`src/rtl/digdug_io_pkg.sv`:
```
// ============================================================================
// Module  : digdug_io_pkg
// Purpose : Shared constants and types for the Dig Dug custom I/O controller.
// Revision: 1.0 - initial release
// ============================================================================
`default_nettype none

package digdug_io_pkg;

   localparam logic [7:0] CTRL_IDLE  = 8'h10;
   localparam logic [7:0] CMD_SWITCH = 8'h01;
   localparam logic [7:0] CMD_CREDIT = 8'h02;

   localparam int INP0_COIN1  = 0;
   localparam int INP0_COIN2  = 1;
   localparam int INP0_START1 = 2;
   localparam int INP0_START2 = 3;

   typedef enum logic {
      MODE_SWITCH = 1'b0,
      MODE_CREDIT = 1'b1
   } mode_t;

   typedef enum logic [1:0] {
      IDX_0 = 2'd0,
      IDX_1 = 2'd1,
      IDX_2 = 2'd2
   } idx_t;

   function automatic idx_t idx_next(input idx_t i);
      case (i)
         IDX_0:   return IDX_1;
         IDX_1:   return IDX_2;
         default: return IDX_0;
      endcase
   endfunction

endpackage

`default_nettype wire

```
`src/rtl/digdug_credit_ctr.sv`:
```
// ============================================================================
// Module  : digdug_credit_ctr
// Purpose : BCD credit counter sampled on VBLK rising edges (coins, starts).
// Revision: 1.0 - initial release
// ============================================================================
`default_nettype none

module digdug_credit_ctr #(
   parameter logic [7:0] CREDIT_MAX = 8'h99
) (
   input  logic       CL,
   input  logic       RESET,
   input  logic       i_vblk,
   input  logic       i_enable,
   input  logic       i_coin1_n,
   input  logic       i_coin2_n,
   input  logic       i_start1_n,
   input  logic       i_start2_n,
   output logic [7:0] o_credits
);

   logic       r_vblk_d;
   logic [3:0] r_sw_prev;
   logic [7:0] r_credits;

   logic       w_vblk_rise;
   logic [3:0] w_sw;
   logic [3:0] w_fall;
   logic [7:0] w_after_add;
   logic [7:0] w_credits_next;

   function automatic logic [7:0] bcd_inc_sat(input logic [7:0] v);
      if (v >= CREDIT_MAX)
         return CREDIT_MAX;
      if (v[3:0] >= 4'd9)
         return {v[7:4] + 4'd1, 4'd0};
      return {v[7:4], v[3:0] + 4'd1};
   endfunction

   function automatic logic [7:0] bcd_dec(input logic [7:0] v);
      if (v[3:0] == 4'd0)
         return {v[7:4] - 4'd1, 4'd9};
      return {v[7:4], v[3:0] - 4'd1};
   endfunction

   assign w_vblk_rise = i_vblk & ~r_vblk_d;
   assign w_sw        = {i_start2_n, i_start1_n, i_coin2_n, i_coin1_n};
   // Inputs are active-low, so a press is a 1->0 transition between samples.
   assign w_fall      = r_sw_prev & ~w_sw;

   always_comb begin
      w_after_add = r_credits;
      if (w_fall[0])
         w_after_add = bcd_inc_sat(w_after_add);
      if (w_fall[1])
         w_after_add = bcd_inc_sat(w_after_add);

      w_credits_next = w_after_add;
      if (w_fall[2] && (w_after_add >= 8'h01))
         w_credits_next = bcd_dec(w_after_add);
      else if (w_fall[3] && (w_after_add >= 8'h02))
         w_credits_next = bcd_dec(bcd_dec(w_after_add));
   end

   always_ff @(posedge CL or posedge RESET) begin
      if (RESET) begin
         r_vblk_d  <= 1'b0;
         r_sw_prev <= 4'hF;
         r_credits <= 8'h00;
      end else begin
         r_vblk_d <= i_vblk;
         if (w_vblk_rise) begin
            r_sw_prev <= w_sw;
            if (i_enable)
               r_credits <= w_credits_next;
         end
      end
   end

   assign o_credits = r_credits;

endmodule

`default_nettype wire

```
`src/rtl/digdug_custom_io_ctrl.sv`:
```
// ============================================================================
// Module  : digdug_custom_io_ctrl
// Purpose : 06xx-style bus/NMI controller with 51xx/53xx-style input reads.
// Revision: 1.0 - initial release
// ============================================================================
`default_nettype none

module digdug_custom_io_ctrl
   import digdug_io_pkg::*;
#(
   parameter int         NMI_UNIT   = 256,
   parameter logic [7:0] CREDIT_MAX = 8'h99
) (
   input  logic       CL,
   input  logic       RESET,
   input  logic       VBLK,
   input  logic [7:0] INP0,
   input  logic [7:0] INP1,
   input  logic [7:0] DSW0,
   input  logic [7:0] DSW1,
   input  logic       CS,
   input  logic       WR,
   input  logic [4:0] AD,
   input  logic [7:0] DI,
   output logic [7:0] DO,
   output logic       NMI
);

   localparam int CNT_W = $clog2(7 * NMI_UNIT + 1);

   logic [7:0]       r_ctrl;
   mode_t            r_mode;
   idx_t             r_idx;
   logic [CNT_W-1:0] r_cnt;
   logic             r_nmi;
   logic             r_data_rd_d;
   logic             r_data_acc_d;

   logic             w_ctrl_wr;
   logic             w_data_wr;
   logic             w_data_rd;
   logic             w_data_acc;
   logic             w_rd_end;
   logic             w_acc_end;
   logic [2:0]       w_period;
   logic             w_nmi_en;
   logic [CNT_W-1:0] w_terminal;
   logic             w_wrap;
   logic [7:0]       w_credits;
   logic             w_unused;

   assign w_ctrl_wr  = CS &  WR &  AD[4];
   assign w_data_wr  = CS &  WR & ~AD[4];
   assign w_data_rd  = CS & ~WR & ~AD[4];
   assign w_data_acc = CS & ~AD[4];
   assign w_rd_end   = r_data_rd_d  & ~w_data_rd;
   assign w_acc_end  = r_data_acc_d & ~w_data_acc;
   assign w_unused   = ^AD[3:0];

   assign w_period   = r_ctrl[7:5];
   assign w_nmi_en   = (w_period != 3'd0);
   assign w_terminal = CNT_W'({29'd0, w_period} * 32'(NMI_UNIT) - 32'd1);
   assign w_wrap     = w_nmi_en && (r_cnt == w_terminal);

   always_ff @(posedge CL or posedge RESET) begin
      if (RESET) begin
         r_ctrl       <= CTRL_IDLE;
         r_mode       <= MODE_SWITCH;
         r_idx        <= IDX_0;
         r_cnt        <= '0;
         r_nmi        <= 1'b0;
         r_data_rd_d  <= 1'b0;
         r_data_acc_d <= 1'b0;
      end else begin
         r_data_rd_d  <= w_data_rd;
         r_data_acc_d <= w_data_acc;

         if (w_ctrl_wr) begin
            r_ctrl <= DI;
            r_cnt  <= '0;
            r_nmi  <= 1'b0;
            r_idx  <= IDX_0;
         end else begin
            if (w_nmi_en)
               r_cnt <= w_wrap ? '0 : r_cnt + 1'b1;

            // An access end clears NMI even when the period wraps that cycle.
            if (w_acc_end)
               r_nmi <= 1'b0;
            else if (w_wrap)
               r_nmi <= 1'b1;

            if (w_rd_end)
               r_idx <= idx_next(r_idx);
         end

         if (w_data_wr && r_ctrl[0] && !r_ctrl[4]) begin
            if (DI == CMD_SWITCH)
               r_mode <= MODE_SWITCH;
            else if (DI == CMD_CREDIT)
               r_mode <= MODE_CREDIT;
         end
      end
   end

   digdug_credit_ctr #(
      .CREDIT_MAX (CREDIT_MAX)
   ) u_credit_ctr (
      .CL         (CL),
      .RESET      (RESET),
      .i_vblk     (VBLK),
      .i_enable   (r_mode == MODE_CREDIT),
      .i_coin1_n  (INP0[INP0_COIN1]),
      .i_coin2_n  (INP0[INP0_COIN2]),
      .i_start1_n (INP0[INP0_START1]),
      .i_start2_n (INP0[INP0_START2]),
      .o_credits  (w_credits)
   );

   always_comb begin
      DO = 8'hFF;
      if (AD[4]) begin
         DO = r_ctrl;
      end else if (r_ctrl[1:0] == 2'b01) begin
         case (r_idx)
            IDX_0:   DO = (r_mode == MODE_CREDIT) ? w_credits : ~INP0;
            IDX_1:   DO = {3'b000, ~INP1[4:0]};
            default: DO = {5'b00000, ~INP1[7:5]};
         endcase
      end else if (r_ctrl[1:0] == 2'b10) begin
         case (r_idx)
            IDX_0:   DO = DSW0;
            IDX_1:   DO = DSW1;
            default: DO = 8'h00;
         endcase
      end
   end

   assign NMI = r_nmi;

endmodule

`default_nettype wire

```
`config.mk`:
```
export PLATFORM = sky130hd
export DESIGN_NAME = digdug_custom_io_ctrl
export DESIGN_NICKNAME = d
export VERILOG_FILES = /design/src/rtl/digdug_io_pkg.sv /design/src/rtl/digdug_credit_ctr.sv /design/src/rtl/digdug_custom_io_ctrl.sv
export SDC_FILE = /design/constraint.sdc
export NUM_CORES = 1
export LEC_CHECK = 0
export BUFFER_PORTS_ARGS = -buffer_cell sky130_fd_sc_hd__buf_2
export CAP_MARGIN = 10
export CORE_MARGIN = 2
export CORE_UTILIZATION = 37
export CTS_CLUSTER_DIAMETER = 60
export DETAILED_ROUTE_END_ITERATION = 10
export SLEW_MARGIN = 20
export SYNTH_ARGS = -nofsm -noshare
export SYNTH_HDL_FRONTEND = slang
export SYNTH_SLANG_ARGS = --single-unit
export TNS_END_PERCENT = 5
```
`constraint.sdc`:
```
create_clock -name CL -period 8.4 [get_ports CL]
set_input_delay 0.42 -clock CL [delete_from_list [all_inputs] [get_ports CL]]
set_output_delay 0.42 -clock CL [all_outputs]
set_load 0.1 [all_outputs]
```
======== After elaboration in Yosys (flattened, before gate mapping) ========
Cells that the tools add are included.
storage, ports and cells
  register bits ........................... 38
  word-level logic and storage cells ...... 120
cells by class
  $add $sub $neg .......................... 10
  order comparisons ....................... 6
  eq/ne operators ......................... 6
  mux-type cells .......................... 53
  bitwise gates (word level) .............. 19
  reduce and logical (&&, ||, !) cells .... 16
operators by type and width
  cell                                                                    number
  8-bit 2-to-1 mux                                                        23
  11-bit 2-to-1 mux                                                       3
  8-bit one-hot mux with 2 select lines                                   2
  1-bit 2-to-1 mux                                                        22
  4-bit by 1-bit adder with 4-bit output (second input constant)          4
  8-bit >= comparator (second input constant)                             2
  4-bit by 1-bit subtractor with 4-bit output (second input constant)     4
  11-bit by 1-bit adder with 11-bit output (second input constant)        1
  11-bit == test                                                          1
  11-bit by 1-bit subtractor with 11-bit output (second input constant)   1
  1-bit AND                                                               9
  8-bit by 1-bit == test with 1-bit output (second input constant)        1
  8-bit by 2-bit == test with 1-bit output (second input constant)        1
  4-bit >= comparator (second input constant)                             2
  8-bit by 1-bit >= comparator with 1-bit output (second input constant)  1
  8-bit by 2-bit >= comparator with 1-bit output (second input constant)  1
  4-bit logical NOT                                                       2
  8-bit inverter                                                          1
  2-bit nonzero test                                                      3
  3-bit nonzero test                                                      2
  1-bit logical AND                                                       5
  1-bit inverter                                                          5
  5-bit inverter                                                          1
  4-bit AND                                                               1
  9 further kinds                                                         12

======== Depth between registers and ports, before layout ========
Gate-level depths: netlist (run 1).
  depth in word-level cells ............... 30
  depth in mapped cells ................... 23
  mapped depth without buffers ............ 22

======== By module ========
A second synthesis (run 1) with hierarchy kept.
unflattened totals
  cells, all modules ...................... 410
  area total of the unflattened synthesis .. 3,365.7 um^2
modules (own cells, without submodules)
  module                 times used  cells each  area an instance (um^2)  sequential area each (um^2)
  digdug_custom_io_ctrl  1           214         1,731.7                  626.9
  digdug_credit_ctr      1           196         1,634.1                  330.3

======== Worst setup path before layout (run 1) ========
No wires, ideal clock.
  path type ............................... flip-flop to flip-flop
  start ................................... register u_credit_ctr.r_credits[0], in the netlist u_credit_ctr.o_credits[0]
  end ..................................... register u_credit_ctr.r_credits[6], in the netlist u_credit_ctr.o_credits[6]
  library setup time ...................... 0.082 ns
  arrival ................................. 4.253 ns
  data required time ...................... 8.318 ns
  setup slack ............................. 4.065 ns
  stages on the path, launching flop included .. 20
  path buffers ............................ 1
  cell sequence ........................... dfrtp_1 inv_1 ha_1 or3b_1 buf_6 nand4_1 o2111ai_1 ha_1 nand2b_1 a221o_1 nor2_2 nor3_2 o211ai_1 ha_1 inv_1 a211oi_1 and3_1 a41oi_2 or4_1 a31oi_1
between the ends
  cells in the longest elaborated chain, start to end .. 28
  elaborated cells on any way between the ends .. 50
  classes of those cells .................. add/sub (6); order compare (6); mux (34); reduce/logical (4)
RTL lines
  what                                                                                                  line                     text
  start: declaration                                                                                    digdug_credit_ctr.sv:24  logic [7:0] r_credits;
  start signal: assignment                                                                              digdug_credit_ctr.sv:75  r_credits <= w_credits_next;
  4-bit >= comparator                                                                                   digdug_credit_ctr.sv:35  if (v[3:0] >= 4'd9)
  1-bit 2-to-1 mux (2 in a row)                                                                         digdug_credit_ctr.sv:35
  1-bit 2-to-1 mux                                                                                      digdug_credit_ctr.sv:53  if (w_fall[0])
  8-bit 2-to-1 mux                                                                                      digdug_credit_ctr.sv:37  return {v[7:4], v[3:0] + 4'd1};
  8-bit 2-to-1 mux                                                                                      digdug_credit_ctr.sv:35
  8-bit 2-to-1 mux (*)                                                                                  digdug_credit_ctr.sv:53
  4-bit >= comparator                                                                                   digdug_credit_ctr.sv:35
  1-bit 2-to-1 mux (2 in a row)                                                                         digdug_credit_ctr.sv:35
  1-bit 2-to-1 mux                                                                                      digdug_credit_ctr.sv:55  if (w_fall[1])
  8-bit 2-to-1 mux                                                                                      digdug_credit_ctr.sv:37
  8-bit 2-to-1 mux                                                                                      digdug_credit_ctr.sv:35
  8-bit 2-to-1 mux (*)                                                                                  digdug_credit_ctr.sv:55
  parallel branches: the longest is 13 deep, another holds 4-bit by 1-bit subtractor with 4-bit output  n/a
  8-bit 2-to-1 mux (*)                                                                                  digdug_credit_ctr.sv:59  if (w_fall[2] && (w_after_add >= 8'h01))
Mark *: on every way between the ends. The select of a mux whose other input is x is not followed.
A chain may end at the register's enable or synchronous reset.

======== Final worst setup path (run 1) ========
  start ................................... register u_credit_ctr.r_credits[0], in the netlist u_credit_ctr.o_credits[0]
  end ..................................... register u_credit_ctr.r_credits[5], in the netlist u_credit_ctr.o_credits[5]
Same word-level chain as after synthesis.

==> results of run 1 <==
report_power, final:
group	leakage [nW]	internal (mW)	switching, mW
Combinational	1.17	0.279	0.453
Clock	0.0472	0.0659	0.0643
Sequential	0.471	0.224	0.0846
Total	1.69	0.569	0.602
kinds of logic after synthesis:
family	share of synthesized area [%]
AO/OA/AOI/OAI	26.8
AND/OR/NAND/NOR	24.0
XOR/XNOR	4.33
buffers and inverters	5.38
flip-flops	27.8
adder cells (fa/ha/maj)	5.46
multiplexers	6.18
worst max-delay path: cells and delay by family (launching register included):
family                   cells  cell delay [ns]
flip-flops                   1             0.51
AO/OA/AOI/OAI                7             2.23
buffers and inverters        2             0.22
AND/OR/NAND/NOR              7             1.47
adder cells (fa/ha/maj)      3             0.74
cell type report:
class | count | area, µm² | area share [%]
Multi-Input combinational cell | 337 | 2300 | 59.7
Sequential cell | 38 | 957 | 24.9
Timing Repair Buffer | 55 | 278 | 7.22
Tap cell | 111 | 139 | 3.61
Clock buffer | 6 | 82.6 | 2.15
Inverter | 22 | 82.6 | 2.15
Clock inverter | 2 | 12.5 | 0.325
path summary, 6_finish.rpt:
path | end | start | slack [ns] | cells past startpoint
setup / recovery | u_credit_ctr.o_credits[5] | u_credit_ctr.o_credits[0] | 3.12 | 19
hold / removal | r_cnt[3] | RESET | 0.21 | 3
setup reg to reg | u_credit_ctr.o_credits[5] | u_credit_ctr.o_credits[0] | 3.12 | 19
hold reg to reg | r_ctrl[4] | r_ctrl[4] | 0.48 | 2
max in group asynchronous | u_credit_ctr.r_sw_prev[0] | RESET | 7.81 | 3
min in group CL | u_credit_ctr.r_vblk_d | VBLK | 0.24 | 1
cell usage after synthesis (3+ instances only):
cell type  number
mux2i_1        13
nor2b_1         9
nand3_1         9
clkbuf_1       16
nor2_1         33
nor3b_1         5
a31oi_1         3
xnor2_1         7
inv_1          21
o21ai_0        32
nand3b_1        3
buf_6           3
o31ai_1         3
a21oi_1        22
ha_1           15
nand4_1        11
a32o_1          3
dfstp_2         5
a221o_1         3
o21ai_1         6
o211ai_1        5
nand2b_1        7
o21a_1          4
and2_1          3
a211oi_1        7
a21o_1          6
nor3_1         13
mux2_2          5
and3_1          5
dfrtp_1        33
xor2_1         10
nand2_1        45
stage by stage:
stage,cell area [µm²],utilization [%],setup WS [ns]
5_1_grt,3850,42.3,2.73
3_3_place_gp,3750,41.2,3.26
4_1_cts,3850,42.3,3.15
3_5_place_dp,3750,41.2,3.18
6_report,3850,42.3,3.12
2_1_floorplan,3440,-,4.06
flip-flops by register name, indices dropped and copies added (netlist names), 2 cells and up:
register and cells:
r_idx 2, r_cnt 11, r_ctrl 8, u_credit_ctr.r_sw_prev 4, u_credit_ctr.o_credits 8
cell usage in the layout (no fill, tap or decap), types with 6 or more instances in the layout:
master    count
o21ai_1       6
nor3_1       13
xnor2_1       7
buf_2        54
nand2_1      45
nor2_1       33
clkbuf_8      6
a21oi_1      22
inv_1        21
a211oi_1      7
nand3_1       9
nand2b_1      7
mux2i_1      13
nor2b_1       9
xor2_1       10
dfrtp_1      33
a21o_1        6
nand4_1      11
o21ai_0      32
ha_1         15
layer usage:
layer  vias to the layer above  routed length, µm  GRT usage (%)
met5                         -                  0              0
met4                         0                122           6.01
li1                       1619                  -              -
met2                        84               4290           28.7
met3                        13                490           2.72
met1                      1532               4230           25.8
==> results.sh, run 1 <==
export IMPL_drt_pass1_iter_count=4
export IMPL_start_util_pct=37.8
export IMPL_status="completed"
export IMPL_overflow=0
export IMPL_path_class="reg -> reg"
export IMPL_maxCapViolCount=0
export IMPL_htree_levels=2
export IMPL_tightest_slew_ns=0.887
export IMPL_hold_ws_ns=0.213
export IMPL_wl_per_cell_um=16.0
export IMPL_area_growth_syn_to_layout_pct=11.9
export IMPL_layoutNonFillerInstCount=571
export IMPL_end_kind="register"
export IMPL_antenna_cells=0
export IMPL_grt_pass1_vias=3168
export IMPL_powerDensity_nw_per_um2=304
export IMPL_cts_root_buf="clkbuf_8"
export IMPL_ys_ff_latch=38
export IMPL_clk_pin_slew_ns=0.08
export IMPL_drv_slew=0
export IMPL_async_flop_share_pct=100
export IMPL_postCtsResizedCells=0
export IMPL_dpl_hpwl_um=7040
export IMPL_portBuffers=54
export IMPL_fp_dieW_um=100
export IMPL_setup_viol=0
export IMPL_slew_headroom_pct=40.9
export IMPL_cts_hold_buffers=0
export IMPL_critPathSlowestCell="or3b_1"
export IMPL_cts_buffer_depth=2
export IMPL_synthCells=418
export IMPL_yosysSeqAreaShare_pct=27.8
export IMPL_core_area_um2=9110
export IMPL_die_h_um=100
export IMPL_grt_antenna_before_repair=0
export IMPL_grt_pass1_wl_um=14900
export IMPL_place_inst=563
export IMPL_cp_max_fo=9
export IMPL_drc_errors=0
export IMPL_crit_path_cell_trace="inv_1 > ha_1 > or3b_1 > nand4_1 > o2111ai_1 > ha_1 > nand2b_1 > a221o_1 > nor2_2 > nor3_2 > o211ai_1 > ha_1 > inv_1 > a211oi_1 > nand3_1 > o41ai_4 > nand2_1 > a21o_1 > a41o_1"
export IMPL_arrival_ns=5.46
export IMPL_rows=35
export IMPL_cts_tree="done"
export IMPL_gp_congestion=0.861
export IMPL_postRouteAntennaNets=0
export IMPL_cp_start_kind="register"
export IMPL_grt_max_degree=39
export IMPL_finalHoldViolCount=0
export IMPL_cts_buffers=5
export IMPL_fp_dieArea_um2=10100
export IMPL_min_period_ns=5.28
export IMPL_vias=3248
export IMPL_ys_dominant_reg_cell="dfrtp_1"
export IMPL_cts_setup_buffers=0
export IMPL_synthTopCellsByArea="dfrtp_1 24%, ha_1 5.5%, nand2_1 4.9%, o21ai_0 4.7%, dfstp_2 3.8%"
export IMPL_routed_via_density=5.69
export IMPL_io_pins=59
export IMPL_crit_required_ns=8.58
export IMPL_synth_top_area_share_pct=24.0
export IMPL_yosys_cell_types_count=76
export IMPL_peakVddDrop_mv=0.123
export IMPL_rsz0062_at_grt="no"
export IMPL_final_nets=524
export IMPL_synth_top_area_cell="dfrtp_1"
export IMPL_synth_avg_cell_area_um2=8.23
export IMPL_finalCritPeriodShare_pct=62.8
export IMPL_netlist_area_um2=3440
export IMPL_routed_wl_um=9130
export IMPL_cts_sink_count=38
export IMPL_drive_gt1_share_pct=19.3
export IMPL_hold_path_class="in -> async"
export IMPL_clock_skew_ns=0.00827
export IMPL_max_stage_delay_ns=0.52
export IMPL_yosysWarnings=0
export IMPL_cp_common_cell="ha_1"
export IMPL_n_fill_cell=947
export IMPL_cellLeakagePower_nw=1.69
export IMPL_clk_latency_ns=0.29
export IMPL_final_setup_tns_ns=0
export IMPL_drt_initial_drc_count=174
export IMPL_track_usage_pct=18.2
export IMPL_syn_num_nets=483
export IMPL_synth_edff_count=0
export IMPL_max_freq_mhz=190
export IMPL_power_mw=1.17
(Power assumes the default switching activity.)
==> inputs of run 2 (changes only) <==
Settings changed: ABC_AREA set to 1.
Clock period 8.4 ns to 5.06 ns, I/O delays scaled along.
==> results.sh, run 2 <==
export IMPL_reg2reg_from="u_credit_ctr.o_credits[1]"
export IMPL_dr_wl_met3_um=420
export IMPL_hold_path_class="in -> async"
export IMPL_finalHoldViolCount=0
export IMPL_drive_gt1_share_pct=20.2
export IMPL_power_mw=1.98
export IMPL_drc_errors=0
export IMPL_track_usage_pct=18.5
export IMPL_clock_skew_ns=0.00536
export IMPL_routed_wl_um=8750
export IMPL_cp_start_kind="register"
export IMPL_dpl_hpwl_um=7090
export IMPL_finalCritPeriodShare_pct=76.7
export IMPL_async_flop_share_pct=100
export IMPL_layoutNonFillerInstCount=652
export IMPL_drt_pass1_iter_count=5
export IMPL_routed_via_density=5.11
export IMPL_min_period_ns=3.88
export IMPL_io_pins=59
export IMPL_fp_dieArea_um2=9760
export IMPL_ys_ff_latch=38
export IMPL_finish_utilization_pct=43.9
export IMPL_htree_levels=2
export IMPL_cts_buffers=5
export IMPL_top_layer_used="met4"
export IMPL_crit_start="u_credit_ctr.o_credits[1]"
export IMPL_largest_register_ffs=11
export IMPL_grt_antenna_before_repair=0
export IMPL_cts_tree="done"
export IMPL_wl_per_cell_um=13.4
export IMPL_rsz0062_at_grt="no"
export IMPL_synthTopCellsByArea="dfrtp_1 25%, nand2_1 15%, inv_1 7.2%, o21ai_0 6.9%, ha_1 5.6%"
export IMPL_clk_latency_ns=0.29
export IMPL_fp_dieW_um=98.8
export IMPL_grt_max_degree=39
export IMPL_cts_root_buf="clkbuf_8"
export IMPL_cellLeakagePower_nw=1.95
export IMPL_status="completed"
export IMPL_final_setup_tns_ns=0
export IMPL_core_area_um2=8720
export IMPL_yosysWarnings=0
export IMPL_final_nets=608
export IMPL_regMostFlops="r_cnt"
export IMPL_cts_hold_buffers=0
export IMPL_cts_sink_count=38
export IMPL_drt_initial_drc_count=147
export IMPL_n_fill_cell=901
export IMPL_gp_congestion=0.859
export IMPL_netlist_area_um2=3320
export IMPL_synth_avg_cell_area_um2=6.82
export IMPL_vias=3329
export IMPL_overflow=0
export IMPL_grt_pass1_wl_um=15100
export IMPL_post_dp_cell_area_um2=3690
export IMPL_synth_top_area_cell="dfrtp_1"
export IMPL_end_kind="register"
export IMPL_yosysSeqAreaShare_pct=28.8
export IMPL_arrival_ns=4.03
export IMPL_postRouteAntennaNets=0
export IMPL_cp_max_fo=11
export IMPL_die_h_um=98.8
export IMPL_final_common_cell="nand2_1"
export IMPL_syn_num_nets=552
export IMPL_postLayoutCellArea_um2=3830
export IMPL_antenna_cells=0
export IMPL_yosys_cell_types_count=49
export IMPL_max_stage_delay_ns=0.40
export IMPL_routed_wl_met2_um=4000
export IMPL_clk_pin_slew_ns=0.08
export IMPL_maxCapViolCount=0
export IMPL_ys_dominant_reg_cell="dfrtp_1"
export IMPL_max_freq_mhz=258
export IMPL_cts_setup_buffers=0
export IMPL_slew_headroom_pct=48.5
export IMPL_crit_required_ns=5.21
export IMPL_rows=34
export IMPL_path_class="reg -> reg"
export IMPL_yosys_top_cells_count="133 x nand2_1, 64 x inv_1, 46 x o21ai_0"
export IMPL_synth_most_common_cell="nand2_1"
export IMPL_met1_length_um=4250
export IMPL_final_cell_mix="133 x nand2_1, 64 x inv_1, 54 x buf_2, 46 x o21ai_0, 37 x nand3_1"
export IMPL_drv_slew=0
export IMPL_tightest_slew_ns=0.769
export IMPL_grt_pass1_vias=3212
export IMPL_synth_top_area_share_pct=24.8
export IMPL_cts_buffer_depth=2
export IMPL_place_inst=644
export IMPL_peakVddDrop_mv=0.187
export IMPL_start_util_pct=38.1
export IMPL_postCtsResizedCells=0
export IMPL_area_growth_syn_to_layout_pct=15.2
export IMPL_portBuffers=54
export IMPL_synthCells=487
export IMPL_powerDensity_nw_per_um2=516
export IMPL_setup_viol=0
export IMPL_critPathSlowestCell="dfrtp_1"
export IMPL_synth_edff_count=0
==> run 2: cell types whose count changed after synthesis, sizes merged, moves of 7 or more <==
cell    delta
clkbuf    -12
inv       +49
mux2       -7
mux2i     -13
nand2     +98
nand2b     -7
nand3     +37
nor2       +8
nor2b      -9
nor3      -10
o21ai     +16
==> run 2: path summary, 6_finish.rpt <==
path,end,cells after the start,slack (ns)
max reg2reg,u_credit_ctr.o_credits[5],29,1.18
min,r_cnt[3],3,0.06
max in group asynchronous,r_ctrl[4],3,4.64
max,u_credit_ctr.o_credits[5],29,1.18
min reg2reg,NMI,1,0.45
min in group CL,u_credit_ctr.r_vblk_d,1,0.09
==> run 2: per-stage QoR <==
step / hold slack (ns) / worst slack, ns
6_report: 0.0612 / 1.18
5_1_grt: 0.0780 / 0.775
4_1_cts: 0.0750 / 1.17
3_5_place_dp: 0.398 / 1.19
3_3_place_gp: 0.390 / 1.26
2_1_floorplan: 0.284 / 1.64
==> run 2: per-layer routing <==
layer / track usage (%) / up-vias
met2: 30.8 / 93
met5: 0 / -
met4: 4.00 / 0
met1: 25.9 / 1508
met3: 2.34 / 8
li1: - / 1720
==> run 2: report_power, final <==
part           total [mW]  leakage (nW)  switching [mW]  internal [mW]
Clock               0.313        0.0683           0.115          0.198
Combinational        1.21          1.41           0.825          0.384
Sequential          0.453         0.470          0.0785          0.375
Total                1.98          1.95            1.02          0.956
==> run 2: kinds of logic after synthesis <==
group                    Yosys count  synth area share (%)
flip-flops                        38                  28.8
buffers and inverters             80                  9.86
AO/OA/AOI/OAI                     93                  17.1
adder cells (fa/ha/maj)           15                  5.65
AND/OR/NAND/NOR                  254                  36.7
XOR/XNOR                           7                  1.84
==> run 2: layout make-up <==
class | instances | area, µm² | share of cell area (%)
Tap cell | 108 | 135 | 3.53
Sequential cell | 38 | 957 | 25.0
Clock inverter | 3 | 68.8 | 1.80
Timing Repair Buffer | 56 | 285 | 7.45
Clock buffer | 5 | 68.8 | 1.80
Multi-Input combinational cell | 369 | 2040 | 53.2
Inverter | 73 | 277 | 7.22
==> run 2: critical path, delay by kind of cell, from the launching register on <==
family | cells | cell delay [ns]
compound gates | 4 | 0.37
fa+ha+maj | 4 | 0.87
buf+inv | 6 | 0.49
flops | 1 | 0.40
simple gates | 15 | 1.61
